==> config.mk <==
export PLATFORM = sky130hd
export DESIGN_NAME = rom_burst_reader
export DESIGN_NICKNAME = d
export VERILOG_FILES = /design/src/rtl/rom_burst_reader.sv
export SDC_FILE = /design/constraint.sdc
export NUM_CORES = 1
export LEC_CHECK = 0
export CAP_MARGIN = 20
export CORE_AREA = 2 2 53 65
export CTS_CLUSTER_DIAMETER = 50
export CTS_CLUSTER_SIZE = 20
export DETAILED_ROUTE_END_ITERATION = 6
export DIE_AREA = 0 0 55 67
export PLACE_DENSITY_LB_ADDON = 0.3
export REMOVE_ABC_BUFFERS = 1
export SLEW_MARGIN = 20
export SYNTH_ARGS = -nofsm -noshare
export SYNTH_HDL_FRONTEND = slang
export SYNTH_SLANG_ARGS = --single-unit
==> constraint.sdc <==
create_clock -name clk -period 5.35 [get_ports clk]
set_input_delay 1.3375 -clock clk [delete_from_list [all_inputs] [get_ports clk]]
set_output_delay 1.3375 -clock clk [all_outputs]
set_load 0.03 [all_outputs]
==> src/rtl/rom_burst_reader.sv <==
// Banked read-only lookup table (word[a] = 3a+1) with a flow-controlled burst read port.
// Words are returned one per cycle from a registered output stage; addresses wrap at the end of the table.
module rom_burst_reader #(
    parameter int DATA_W     = 8,
    parameter int BANK_DEPTH = 8,
    parameter int NUM_BANKS  = 3,
    parameter int ADDR_W     = 5,
    parameter int LEN_W      = 4
) (
    input  logic              clk,
    input  logic              rst,
    input  logic              cs,
    input  logic              read_en,
    input  logic [ADDR_W-1:0] addr,
    input  logic [LEN_W-1:0]  burst_len,
    input  logic              ready,
    output logic [DATA_W-1:0] data_out,
    output logic              data_valid,
    output logic [ADDR_W-1:0] bank_idx,
    output logic              busy,
    output logic              err
);

    localparam int TOTAL = NUM_BANKS * BANK_DEPTH;
    localparam logic [ADDR_W-1:0] LAST_ADDR = ADDR_W'(TOTAL - 1);
    localparam logic [ADDR_W-1:0] DEPTH_A   = ADDR_W'(BANK_DEPTH);

    localparam logic [1:0] S_IDLE  = 2'd0;
    localparam logic [1:0] S_RUN   = 2'd1;
    localparam logic [1:0] S_STALL = 2'd2;

    function automatic logic [DATA_W-1:0] rom_word(input logic [31:0] a);
        logic [31:0] v;
        v = 32'd3 * a + 32'd1;
        return v[DATA_W-1:0];
    endfunction

    logic [1:0]        state_q, state_d;
    logic [ADDR_W-1:0] cur_q, cur_d;
    logic [LEN_W-1:0]  rem_q, rem_d;
    logic [DATA_W-1:0] dout_q, dout_d;
    logic              dv_q, dv_d;
    logic [ADDR_W-1:0] bank_q, bank_d;
    logic              err_q, err_d;

    logic              in_range;
    logic              active;
    logic              advance;
    logic [ADDR_W-1:0] nxt_addr;
    logic [ADDR_W-1:0] rd_addr;
    logic [ADDR_W-1:0] rd_bank;
    logic [ADDR_W-1:0] rd_off;
    logic [DATA_W-1:0] rd_word;

    assign in_range = 32'(addr) < 32'(TOTAL);
    assign active   = (state_q != S_IDLE);
    // cur_q tracks the word currently on data_out; on a non-final consume the next word is fetched
    assign advance  = active && cs && dv_q && ready && (rem_q != '0);
    assign nxt_addr = (cur_q == LAST_ADDR) ? '0 : cur_q + ADDR_W'(1);
    assign rd_addr  = advance ? nxt_addr : cur_q;
    assign rd_bank  = rd_addr / DEPTH_A;
    assign rd_off   = rd_addr % DEPTH_A;

    always_comb begin
        rd_word = '0;
        for (int b = 0; b < NUM_BANKS; b++) begin
            if (rd_bank == ADDR_W'(b)) begin
                rd_word = rom_word(32'(b * BANK_DEPTH) + 32'(rd_off));
            end
        end
    end

    always_comb begin
        state_d = state_q;
        cur_d   = cur_q;
        rem_d   = rem_q;
        dout_d  = dout_q;
        dv_d    = dv_q;
        bank_d  = bank_q;
        err_d   = 1'b0;
        case (state_q)
            S_IDLE: begin
                dv_d = 1'b0;
                if (cs && read_en) begin
                    if (in_range) begin
                        cur_d   = addr;
                        rem_d   = burst_len;
                        state_d = S_RUN;
                    end else begin
                        err_d = 1'b1;
                    end
                end
            end
            S_RUN, S_STALL: begin
                if (!cs) begin
                    state_d = S_IDLE;
                    dv_d    = 1'b0;
                end else if (dv_q && ready) begin
                    if (rem_q == '0) begin
                        state_d = S_IDLE;
                        dv_d    = 1'b0;
                    end else begin
                        rem_d   = rem_q - LEN_W'(1);
                        cur_d   = nxt_addr;
                        dout_d  = rd_word;
                        bank_d  = rd_bank;
                        dv_d    = 1'b1;
                        state_d = S_RUN;
                    end
                end else if (dv_q) begin
                    state_d = S_STALL;
                end else begin
                    // first beat of a burst: nothing presented yet
                    dout_d  = rd_word;
                    bank_d  = rd_bank;
                    dv_d    = 1'b1;
                    state_d = S_RUN;
                end
            end
            default: begin
                state_d = S_IDLE;
                dv_d    = 1'b0;
            end
        endcase
    end

    always_ff @(posedge clk) begin
        if (rst) begin
            state_q <= S_IDLE;
            cur_q   <= '0;
            rem_q   <= '0;
            dout_q  <= '0;
            dv_q    <= 1'b0;
            bank_q  <= '0;
            err_q   <= 1'b0;
        end else begin
            state_q <= state_d;
            cur_q   <= cur_d;
            rem_q   <= rem_d;
            dout_q  <= dout_d;
            dv_q    <= dv_d;
            bank_q  <= bank_d;
            err_q   <= err_d;
        end
    end

    assign data_out   = dout_q;
    assign data_valid = dv_q;
    assign bank_idx   = bank_q;
    assign busy       = active;
    assign err        = err_q;

endmodule

Word level (Yosys, flattened, before mapping)

Index checks and enable logic that the tools add are counted.

Add/sub/neg operators: 7
$mul: 3
Magnitude comparators: 1
Equal/unequal tests: 12
Mux-type cells: 33
Bitwise gates (word level): 4
Reduce and logical (&&, ||, !) cells: 18

Operators with widths:

| kind                  | count |
|---|---|
| $mux W5               | 10 |
| $mux W8               | 5 |
| $mux W4               | 5 |
| $ne A2 B2 Y1 const B  | 6 |
| $mux W2               | 5 |
| $pmux W5 S2           | 1 |
| $add A7 B1 Y8 const B | 1 |
| $add A8 B1 Y8 const B | 1 |
| $mul A2 B6 Y8 const A | 1 |
| $pmux W4 S2           | 1 |
| $mul A2 B5 Y7 const A | 1 |
| $add A5 B1 Y6 const B | 1 |
| $add A5 B3 Y6 const A | 1 |
| $logic_and A1 B1 Y1   | 6 |
| $mux W6               | 1 |
| $reduce_and A6 Y1     | 1 |
| $reduce_or A3 Y1      | 2 |
| $add A4 B3 Y5 const A | 1 |
| $add A5 B1 Y5 const B | 1 |
| $eq A5 B5 Y1 const B  | 1 |
| $logic_not A5 Y1      | 1 |
| $lt A5 B5 Y1 const B  | 1 |
| $mul A2 B3 Y5 const A | 1 |
| $eq A2 B1 Y1 const B  | 2 |
| 13 further kinds      | 21 |

Flip-flop bits (word level): 26
Output and inout port bits: 16
Word-level logic and storage cells: 85

Logic depth before layout (Yosys ltp)

Depth in word-level cells: 13
Mapped depth: 11
Mapped depth without buffers: 11

Worst setup path before layout

No wires, ideal clock.

Path kind: input port to flip-flop
Start point: input port cs
End point: register dout_q[4] (netlist: data_out[4])
Data arrival time: 3.249 ns
Required time: 5.217 ns
Path slack: 1.969 ns
Cell stages on the path: 9
Buffers on the path: 0
Cell sequence: nand4b_1 > nor2_1 > mux2i_1 > inv_1 > ha_1 > or2_2 > a21oi_1 > xor2_1 > o221ai_1

Longest elaborated chain between the ends: 12
Elaborated cells on any way between the ends: 23
Those cells by class: 5 x add/sub; 3 x mul; 2 x eq/ne; 7 x mux; 6 x reduce/logical

RTL lines:

| what                                                                   | line | source |
|---|---|---|
| start, declared                                                        | 12   | `input logic cs,` |
| parallel branches: the longest is 12 deep, another holds $mul A2 B6 Y8 | -    |  |
| end signal, assigned                                                   | 140  | `dout_q <= dout_d;` |
| end, declared                                                          | 41   | `logic [DATA_W-1:0] dout_q, dout_d;` |

Several ways; the timed one is not identified. The select of a mux whose other input is x is not followed.
A chain may end at the register's enable or synchronous reset.

Worst setup path after layout

Start point: input port ready
End point: register dout_q[4] (netlist: data_out[4])

Longest elaborated chain between the ends: 10
Elaborated cells on any way between the ends: 24
Those cells by class: 5 x add/sub; 3 x mul; 4 x eq/ne; 7 x mux; 5 x reduce/logical

RTL lines:

| what                                                                   | line | source |
|---|---|---|
| start, declared                                                        | 16   | `input logic ready,` |
| parallel branches: the longest is 10 deep, another holds $mul A2 B6 Y8 | -    |  |

Several ways; the timed one is not identified. The select of a mux whose other input is x is not followed.

==> summary.log <==
[run_status] result of the run finished, final reports clean
[synth] ys async rst share 0%
[synth] main flop type after synthesis dfxtp_1
[synth] multiplexer area fraction after synthesis 4.44%
[cts] # resized after CTS 0
[place] IO Port Bufs 25
[die] DIE HEIGHT 67 um
[grt] global-route congestion overflow total 0
[timing] minimum clock period after layout 3.98 ns
[finish] Final Util 62.6%
[critical_path] Data required, critical path 5.55 ns
[die] horizontal die dimension 55 um
[power] part of the total power dissipated in sequential elements 41.6%
[cts] count of H-tree levels built during CTS 1
[cts] quantity of hold-fixing buffers added after cts 0
[die] top-level I/O count 30
[cts] clock buffer depth 2
[grt] maximum number of pins on one net before global-route repair 21
[synth] most frequent cell after synthesis dfxtp_1
[synth] yosys synthesis warning count 0
[timing] transition time at the pin with the least slew margin 0.665 ns
[min_path] hold wc startpoint data_out[2]
[critical_path] depth of the worst register-to-register path 11
[critical_path] kind of launch point of the worst setup path primary input
[timing] unrepaired setup endpoints after global routing false
[detailed_routing] wire length per cell 15.1 um
[power] power density relative to cell area 248 mW/mm2
[synth] portion of the post-synthesis area used by sequential elements 27.4%
[detailed_routing] overall via count from detail_route 1458
[timing] number of setup violations in the final report 0
[timing] Fin Clk Skew 0.00192 ns
[place] placed cell areas 0.00186 mm2
[synth] Synth Area in XOR/XNOR 2.80%
[min_path] worst hold endpoint data_out[2]
[detailed_routing] Detailed Route Iter0 Violations 25
[timing] final hold vios 0
[cts] clock transition time at the flip-flop clock pins of the worst setup and hold paths 0.13 ns
[critical_path] capture instance of the worst register-to-register path data_out[4]
[power] worst supply voltage drop on vdd 0.173 mV
[power] leakage dissipation 0.710 nW
[synth] synthesized area per cell 8.41 um2
[critical_path] worst r2r src state_q[0]
[critical_path] Data arrival, critical path 4.18 ns
[timing] Setup Total Neg Slack 0 ns
[detailed_routing] final wirelength 3.75 mm
[critical_path] worst-case register-to-register setup slack 2.29 ns
[finish] Finished Layout Cells 249
[cts] clock root buffer clkbuf_4
[synth] dominant cells by area after synthesis dfxtp_1 (27%), ha_1 (7.8%), a21oi_1 (4.4%)
[detailed_routing] Antenna Violating Nets Remaining 0
[die] Initial Util 53.1%
[detailed_routing] number of detailed-routing iterations run before antenna repair 4
[finish] Ant. Diodes 0
[timing] Slew Viols, Final 0
[grt] first-pass GRT wire length 6.27 mm
[synth] number of distinct library cells after synthesis 60
[timing] remaining max-slew budget at the tightest pin 55.7%
[die] core area 0.00303 mm2
[place] global placement routability congestion 0.879
[critical_path] endpoint type of the worst setup path register
[finish] Area growth syn-to-layout 18.0%
[min_path] type of the most critical hold path reg2reg
[detailed_routing] average via count per standard cell 5.86
[grt] GRT Total Usage 23.1%
[grt] initial antenna violation count 0
[die] area of the die 0.00369 mm2
[min_path] number of stages on the worst hold path 2
[detailed_routing] DRC violation count after routing 0
[die] number of placement rows 22
[power] post-layout total power 0.000471 W
[power] fraction of power spent switching nets 37.9%
[place] DPL Wire Length 2.96 mm
[grt] number of global-route vias before repair 1469
[synth] compound-gate portion of the synthesized area 25.0%
[cts] setup bufs post-CTS 0
[cts] number of buffers created by CTS 3
[finish] fraction of final layout cells with drive strength greater than 1 8.92%
[cts] clk sink count 22
[synth] largest family of logic cells by synthesized area compound AO/OA/AOI/OAI gates
[synth] top-area cell type share of the netlist area 27.4%
[synth] cell types with the highest counts after synthesis dfxtp_1 (22), nand2_1 (17), inv_1 (15)
[flow_run] MaxCap Viol Count 0
[synth] top cell type by total area after synthesis dfxtp_1
[power] internal power 0.000292 W
[synth] arithmetic-cell share of the synthesized area counting full adders, half adders and majority gates 9.03%
[synth] total standard cell area after synthesis 0.00161 mm2
[timing] upper clock frequency limit 0.251 GHz
[synth] total of flip-flops plus latches after synthesis 22
[synth] EDFF count, synth 0
[critical_path] Setup Crit Path Kind in2reg
[place] Placed Instances 245
[cts] TritonCTS clock tree yes
[cts] clock latency on the worst-skew pair 0.31 ns
[critical_path] highest net fanout along the worst path 7
[power] combinational power share 37.9%
[power] clock network fraction of design power 20.5%
[finish] summed area of non-filler cells in the final layout 0.00190 mm2
[timing] final period utilization 74.3%
[synth] share of synthesized cell area in and, or, nand and nor gates 23.3%
[synth] post-synthesis instance total 191
[finish] fin nets 239
[power] switching pwr 0.000179 W
==> worst max-delay path: stages <==
cell and delay (ns):
clkdlybuf4s50_1 0.61, nand4b_1 0.23, nor2_1 0.28, mux2i_1 0.49, inv_1 0.19, ha_1 0.25
or2_2 0.29, a21oi_1 0.22, xor2_1 0.18, o221ai_1 0.12
==> layer usage <==
| layer | track usage [%] | share of wire [%] | up-vias |
|---|---|---|---|
| met2 | 44.2 | 55 | 43 |
| li1 | - | - | 733 |
| met5 | 0 | 0 | - |
| met3 | 2.47 | 3.2 | 8 |
| met1 | 24.3 | 39 | 674 |
| met4 | 9.15 | 2.3 | 0 |
==> stage by stage <==
step	setup WS [ns]	hold WS, ns
2_1_floorplan	1.97	0.443
3_3_place_gp	1.19	0.439
3_5_place_dp	1.05	0.458
4_1_cts	1.39	0.477
5_1_grt	1.04	0.507
6_report	1.37	0.470
==> state kept, by name, indices dropped and copies added, names as in the netlist <==
register    flops
data_out        7
cur_q           5
rem_q           4
bank_idx        2
state_q         2
data_valid      1
err             1
==> cell usage in the layout (no fill, tap or decap), types with 4 or more instances in the layout <==
| cell type | Yosys | layout |
|---|---|---|
| clkdlybuf4s50_1 | 0 | 25 |
| dfxtp_1 | 22 | 22 |
| nand2_1 | 17 | 17 |
| inv_1 | 15 | 15 |
| a21oi_1 | 14 | 14 |
| nor2_1 | 11 | 11 |
| ha_1 | 10 | 10 |
| nand3_1 | 9 | 9 |
| o21ai_0 | 9 | 9 |
| o21ai_1 | 7 | 7 |
| mux2i_1 | 6 | 6 |
| conb_1 | 1 | 4 |
==> how the worst max path moves through the flow <==
stage	slack, ns	endpoint	from
final	1.37	data_out[4]	ready
after global placement	1.19	data_out[4]	ready
after detailed placement	1.05	data_out[4]	ready
after floorplan	1.97	data_out[4]	cs
after global routing	1.04	data_out[4]	ready
after CTS	1.39	data_out[4]	ready
==> final cells by class <==
cell class                 instances  area (um2)
tap                               36        45.0
multi-input combinational        145        1050
fill                             285        1130
sequential                        22         440
clock buffer                       4        36.3
timing repair buffer              27         265
inverter                          15        56.3
==> kinds of logic after synthesis <==
family / after synthesis
AND/OR/NAND/NOR: 63
AO/OA/AOI/OAI: 57
buffers and inverters: 27
flip-flops: 22
adder cells (fa/ha/maj): 11
multiplexers: 7
XOR/XNOR: 3
other: 1
==> power by group through the flow <==
stage | registers [W] | clock network (W) | logic [W]
global route | 0.000199 | 0.000102 | 0.000195
finish | 0.000196 | 0.0000963 | 0.000178
global placement | 0.000198 | 0 | 0.000169
floorplan | 0.000200 | 0 | 0.000121
CTS | 0.000196 | 0.0000976 | 0.000177
detailed placement | 0.000199 | 0 | 0.000177
(Power assumes the default switching activity.)
